`config.mk`:
```
export PLATFORM = sky130hd
export DESIGN_NAME = lif_neuron_multi
export DESIGN_NICKNAME = d
export VERILOG_FILES = /design/src/rtl/lif_pkg.sv /design/src/rtl/lif_neuron_multi_weighted_sum.sv /design/src/rtl/lif_neuron_multi.sv
export SDC_FILE = /design/constraint.sdc
export NUM_CORES = 1
export LEC_CHECK = 0
export ABC_AREA = 1
export CORE_UTILIZATION = 41
export CTS_BUF_LIST = sky130_fd_sc_hd__clkbuf_8 sky130_fd_sc_hd__clkbuf_16
export DETAILED_ROUTE_END_ITERATION = 8
export PLACE_DENSITY_LB_ADDON = 0.1
export REMOVE_ABC_BUFFERS = 1
export SYNTH_ARGS = -nofsm -noshare
export SYNTH_HDL_FRONTEND = slang
export SYNTH_SLANG_ARGS = --single-unit
```
`constraint.sdc`:
```
create_clock -name clk -period 21.5 [get_ports clk]
set_input_delay 3.225 -clock clk [delete_from_list [all_inputs] [get_ports clk]]
set_output_delay 3.225 -clock clk [all_outputs]
set_load 0.01 [all_outputs]
```
`src/rtl/lif_pkg.sv`:
```
// Shared constants, FSM state type and saturation helper for the LIF neuron.
package lif_pkg;

    // Config register offsets, relative to N_INPUTS (weights occupy 0..N_INPUTS-1).
    localparam int CFG_THRESH_OFS = 0;
    localparam int CFG_SHIFT_OFS  = 1;
    localparam int CFG_REFRAC_OFS = 2;
    localparam int CFG_MODE_OFS   = 3;

    // Reset defaults.
    localparam int W_RST      = 1;
    localparam int THRESH_RST = 5;
    localparam int SHIFT_RST  = 1;

    typedef enum logic [1:0] {
        IDLE,
        SUM,
        UPDATE
    } lif_state_e;

    // Clamp a signed value to the range of a signed 'bits'-wide number.
    function automatic logic signed [31:0] saturate(input logic signed [31:0] val,
                                                    input int                 bits);
        logic signed [31:0] hi;
        logic signed [31:0] lo;
        hi = (32'sd1 <<< (bits - 1)) - 32'sd1;
        lo = -(32'sd1 <<< (bits - 1));
        if (val > hi) begin
            return hi;
        end else if (val < lo) begin
            return lo;
        end
        return val;
    endfunction

endpackage

```
`src/rtl/lif_neuron_multi_weighted_sum.sv`:
```
// Combinational masked weighted sum of the binary synaptic inputs.
module lif_weighted_sum import lif_pkg::*; #(
    parameter int N_INPUTS = 8,
    parameter int W_BITS   = 4,
    parameter int SUM_BITS = 8
) (
    input  logic [N_INPUTS-1:0]             x,
    input  logic [N_INPUTS-1:0][W_BITS-1:0] weights,
    output logic signed [SUM_BITS-1:0]      sum
);

    // Accumulate each active input's sign-extended weight; SUM_BITS is wide enough
    // that no intermediate can overflow.
    always_comb begin
        sum = '0;
        for (int i = 0; i < N_INPUTS; i++) begin
            if (x[i]) begin
                sum = sum + SUM_BITS'(signed'(weights[i]));
            end
        end
    end

endmodule

```
`src/rtl/lif_neuron_multi.sv`:
```
// Multi-input leaky integrate-and-fire neuron with config port and 3-cycle step.
module lif_neuron_multi import lif_pkg::*; #(
    parameter  int N_INPUTS    = 8,
    parameter  int W_BITS      = 4,
    parameter  int U_BITS      = 8,
    parameter  int SHIFT_BITS  = 3,
    parameter  int REFRAC_BITS = 3,
    localparam int CFG_AW      = $clog2(N_INPUTS + 4),
    localparam int D_BITS      = (W_BITS > U_BITS) ? W_BITS : U_BITS
) (
    input  logic                     clk,
    input  logic                     reset,
    input  logic [N_INPUTS-1:0]      x,
    input  logic                     step,
    output logic                     step_ready,
    input  logic                     cfg_we,
    output logic                     cfg_ready,
    input  logic [CFG_AW-1:0]        cfg_addr,
    input  logic [D_BITS-1:0]        cfg_wdata,
    output logic                     spike,
    output logic                     spike_valid,
    output logic signed [U_BITS-1:0] u_out,
    output logic                     refractory
);

    localparam int SUM_BITS = W_BITS + $clog2(N_INPUTS) + 1;

    lif_state_e state_q, state_d;

    logic [N_INPUTS-1:0][W_BITS-1:0] weight_q;
    logic signed [U_BITS-1:0]        thresh_q;
    logic [SHIFT_BITS-1:0]           shift_q;
    logic [REFRAC_BITS-1:0]          refrac_len_q;
    logic                            mode_q;

    logic [N_INPUTS-1:0]             x_q;
    logic signed [SUM_BITS-1:0]      sum_comb, sum_q;
    logic signed [U_BITS-1:0]        u_q;
    logic [REFRAC_BITS-1:0]          refrac_cnt_q;
    logic                            spike_q;
    logic                            spike_valid_q;

    logic signed [U_BITS-1:0]        leak_u, u_int, u_sub, u_d;
    logic [REFRAC_BITS-1:0]          refrac_d;
    logic                            spike_d;
    logic                            cfg_take;

    assign cfg_ready = step_ready;
    assign cfg_take  = cfg_we && cfg_ready;

    lif_weighted_sum #(
        .N_INPUTS (N_INPUTS),
        .W_BITS   (W_BITS),
        .SUM_BITS (SUM_BITS)
    ) u_wsum (
        .x       (x_q),
        .weights (weight_q),
        .sum     (sum_comb)
    );

    // Config register file; writes land only while the neuron is idle.
    always_ff @(posedge clk) begin
        if (reset) begin
            for (int i = 0; i < N_INPUTS; i++) begin
                weight_q[i] <= W_BITS'(W_RST);
            end
            thresh_q     <= U_BITS'(THRESH_RST);
            shift_q      <= SHIFT_BITS'(SHIFT_RST);
            refrac_len_q <= '0;
            mode_q       <= 1'b0;
        end else if (cfg_take) begin
            for (int i = 0; i < N_INPUTS; i++) begin
                if (cfg_addr == CFG_AW'(i)) begin
                    weight_q[i] <= cfg_wdata[W_BITS-1:0];
                end
            end
            if (cfg_addr == CFG_AW'(N_INPUTS + CFG_THRESH_OFS)) begin
                thresh_q <= cfg_wdata[U_BITS-1:0];
            end
            if (cfg_addr == CFG_AW'(N_INPUTS + CFG_SHIFT_OFS)) begin
                shift_q <= cfg_wdata[SHIFT_BITS-1:0];
            end
            if (cfg_addr == CFG_AW'(N_INPUTS + CFG_REFRAC_OFS)) begin
                refrac_len_q <= cfg_wdata[REFRAC_BITS-1:0];
            end
            if (cfg_addr == CFG_AW'(N_INPUTS + CFG_MODE_OFS)) begin
                mode_q <= cfg_wdata[0];
            end
        end
    end

    // FSM state register.
    always_ff @(posedge clk) begin
        if (reset) begin
            state_q <= IDLE;
        end else begin
            state_q <= state_d;
        end
    end

    // FSM next state and handshake output.
    always_comb begin
        state_d    = state_q;
        step_ready = 1'b0;
        unique case (state_q)
            IDLE: begin
                step_ready = 1'b1;
                if (step) begin
                    state_d = SUM;
                end
            end
            SUM:     state_d = UPDATE;
            UPDATE:  state_d = IDLE;
            default: state_d = IDLE;
        endcase
    end

    // Membrane update: leak, integrate with saturation, then fire/refractory decision.
    always_comb begin
        leak_u   = u_q - (u_q >>> shift_q);
        u_int    = U_BITS'(saturate(32'(leak_u) + 32'(sum_q), U_BITS));
        u_sub    = U_BITS'(saturate(32'(u_int) - 32'(thresh_q), U_BITS));
        u_d      = u_int;
        refrac_d = refrac_cnt_q;
        spike_d  = 1'b0;
        if (refrac_cnt_q != '0) begin
            u_d      = leak_u;
            refrac_d = refrac_cnt_q - REFRAC_BITS'(1);
        end else if (u_int >= thresh_q) begin
            spike_d  = 1'b1;
            refrac_d = refrac_len_q;
            u_d      = mode_q ? '0 : u_sub;
        end
    end

    // Datapath registers: capture inputs on accept, sum in SUM, commit in UPDATE.
    always_ff @(posedge clk) begin
        if (reset) begin
            x_q           <= '0;
            sum_q         <= '0;
            u_q           <= '0;
            refrac_cnt_q  <= '0;
            spike_q       <= 1'b0;
            spike_valid_q <= 1'b0;
        end else begin
            spike_valid_q <= 1'b0;
            if (step && step_ready) begin
                x_q <= x;
            end
            if (state_q == SUM) begin
                sum_q <= sum_comb;
            end
            if (state_q == UPDATE) begin
                u_q           <= u_d;
                refrac_cnt_q  <= refrac_d;
                spike_q       <= spike_d;
                spike_valid_q <= 1'b1;
            end
        end
    end

    assign spike       = spike_q;
    assign spike_valid = spike_valid_q;
    assign u_out       = u_q;
    assign refractory  = (refrac_cnt_q != '0);

endmodule
```
==> results.cfg <==
[setup_path]
crit_top_cell = nand2_1
critical-path-max-stage-delay_ns = 0.42
worstSetupPathType = reg -> reg
cpMaxStageDelayCell = fa_1
cp-start-kind = flip-flop
arrival_ns = 7.84
crit_fanout = 5
cp_num_buf_inv = 8
critPathTopFamily = adder cells
worstPathRequired_ns = 21.75
worst_setup_path_end_kind = flip-flop

[synthesis]
syn_area_per_cell_um2 = 6.43
yosysWarnings = 0
synth_top_area_frac = 0.223
synth_top_cell_by_area = dfxtp_1
synth_cell_types = 43
synth-edff-count = 0
synth_area_leaders = dfxtp_1, nand2_1, ha_1
synth_common_cells = nand2_1, inv_1, a21oi_1
synth_area_um2 = 7000
synth-seq-area-share = 0.223
ys_seq_elements = 78
synth_ff_type = dfxtp_1
postSynthCellCount = 1089
ys_async_sr_fraction = 0
yosysMostFrequentCell = nand2_1

[layout]
layout.nets = 1222
synthToLayoutAreaGrowth_pct = 12.3
seq_area_um2 = 1560
antenna_cells = 0
design_area_um2 = 7860
nFillCells = 1757
final_cells = 1341
multiInputGateArea_um2 = 4710
drive_gt1_frac = 0.0464

[die]
die_y_um = 133
initial_core_util = 0.420
die_w_um = 133
ios = 37
core_um2 = 16600
dieArea_um2 = 17600
row_count = 47

[timing]
fin_hold_ws_ns = 0.466
slew_viol_final = 0
slew_headroom = 0.342
finalSetupTns_ns = 0
max_freq_mhz = 132
setup_viol = 0
grt_setup_unrepaired = false
fin_crit_sh = 0.353
finClkSkew_ns = 0.00795
hold_viol = 0
worstMarginPinSlew_ns = 0.985
finalCriticalPeriod_ns = 7.59

[route]
vias = 6616
antenna_left = 0
via_per_inst = 4.93
wl_per_cell_um = 13.4
drtPass1Iterations = 5
drt_iter0_markers = 357
drc = 0
wirelength_mm = 18.0

[clock_tree]
cts-buffers-inserted = 9
h-tree-depth = 3
cts_tree = built
postCtsSetupBuffers = 0
clock_path_buffers = 2
cts_hold_buf = 0
path_clk_slew_ns = 0.06
ctsRootBufferMaster = clkbuf_16
cts-resized-gates = 0
cts_sinks = 78
clock_latency_ns = 0.35

[global_routing]
grt_pass1_wl_mm = 30.2
overflow = 0
track_usage = 0.216
grt_max_degree = 64
antenna_found_initial = 0
grt_pass1_vias = 6152

[worst_hold_path]
hold_class = reg -> reg

[placement]
globalplace.congestion = 0.860
dp_cells = 1325
portBuffers = 36
dp_hpwl_mm = 14.1
placed_cell_area_um2 = 7560

[job]
cap_violations = 0

[pwr]
p_leak_uw = 0.00398
power_uw = 674
peakVddDrop_v = 0.0000480
powerDensity_nw_per_um2 = 85.8

[status]
status = finished, final reports clean
cell type report:
type                       instances  share of cell area
multi-input combinational        820               0.600
sequential                        78               0.199
inverter                         170              0.0812
timing repair buffer              37              0.0468
tap                              220              0.0350
clock buffer                      10              0.0304
clock inverter                     6             0.00780
path summary, 6_finish.rpt:
check,slack [ns],startpoint,cells past startpoint,endpoint
setup / recovery,13.91,x_q[0],53,sum_q[7]
hold / removal,0.47,weight_q[12],2,weight_q[12]
setup reg to reg,13.91,x_q[0],53,sum_q[7]
hold reg to reg,0.47,weight_q[12],2,weight_q[12]
cells in the final DEF (no fill, tap or decap), types with 4 or more instances in the layout:
| master | instances |
|---|---|
| fa_1 | 11 |
| nand3_1 | 91 |
| ha_1 | 71 |
| o21ai_2 | 6 |
| a31oi_1 | 4 |
| inv_2 | 4 |
| dfxtp_1 | 78 |
| xor2_1 | 23 |
| a21oi_1 | 92 |
| inv_1 | 164 |
| nand2_1 | 259 |
| o21bai_1 | 5 |
| nand4_1 | 10 |
| xnor2_1 | 9 |
| o211ai_1 | 9 |
| o21ai_1 | 8 |
| clkbuf_16 | 9 |
| nor2_1 | 83 |
| or2_2 | 12 |
| o21ai_0 | 90 |
| clkdlybuf4s50_1 | 36 |
| nand2_2 | 4 |
| nor3_1 | 6 |
metrics by stage:
step | utilization | setup WS, ns
after global routing | 0.472 | 12.98
after detailed placement | 0.454 | 13.87
after global placement | 0.454 | 14.06
after floorplan | - | 14.53
after CTS | 0.472 | 13.86
final | 0.472 | 13.91
metal layers:
layer | up-vias | track usage | routed length (um)
met5 | - | 0 | 0
met4 | 0 | 0.0632 | 226
met3 | 15 | 0.0253 | 572
met2 | 86 | 0.335 | 7740
met1 | 2910 | 0.311 | 9460
li1 | 3605 | - | -
flip-flops by register name, indices dropped and copies added, names as in the netlist:
| signal | count |
|---|---|
| mode_q | 1 |
| refrac_cnt_q | 3 |
| refrac_len_q | 3 |
| shift_q | 3 |
| spike | 1 |
| spike_valid | 1 |
| state_q | 2 |
| sum_q | 8 |
| thresh_q | 8 |
| u_out | 8 |
| weight_q | 32 |
| x_q | 8 |
tightest hold or removal path, stage by stage (launching register included):
cell	delay, ns
dfxtp_1	0.33
nand2_1	0.05
nand3_1	0.05
where the power goes:
| part | leakage [uW] | internal, uW | switching [uW] |
|---|---|---|---|
| Clock | 0.000154 | 93.0 | 65.0 |
| Combinational | 0.00320 | 130 | 229 |
| Sequential | 0.000634 | 150 | 6.79 |
kinds of logic after synthesis:
group | after synthesis | synth area share
AOI/OAI and AO/OA | 228 | 0.183
DFF | 78 | 0.223
xor gates and xnor gates | 33 | 0.0424
adders and majority gates | 82 | 0.158
muxes | 2 | 0.00286
buffers and inverters | 191 | 0.103
and+or+nand+nor | 475 | 0.288
Note: power is estimated with default switching activity, not from simulation.
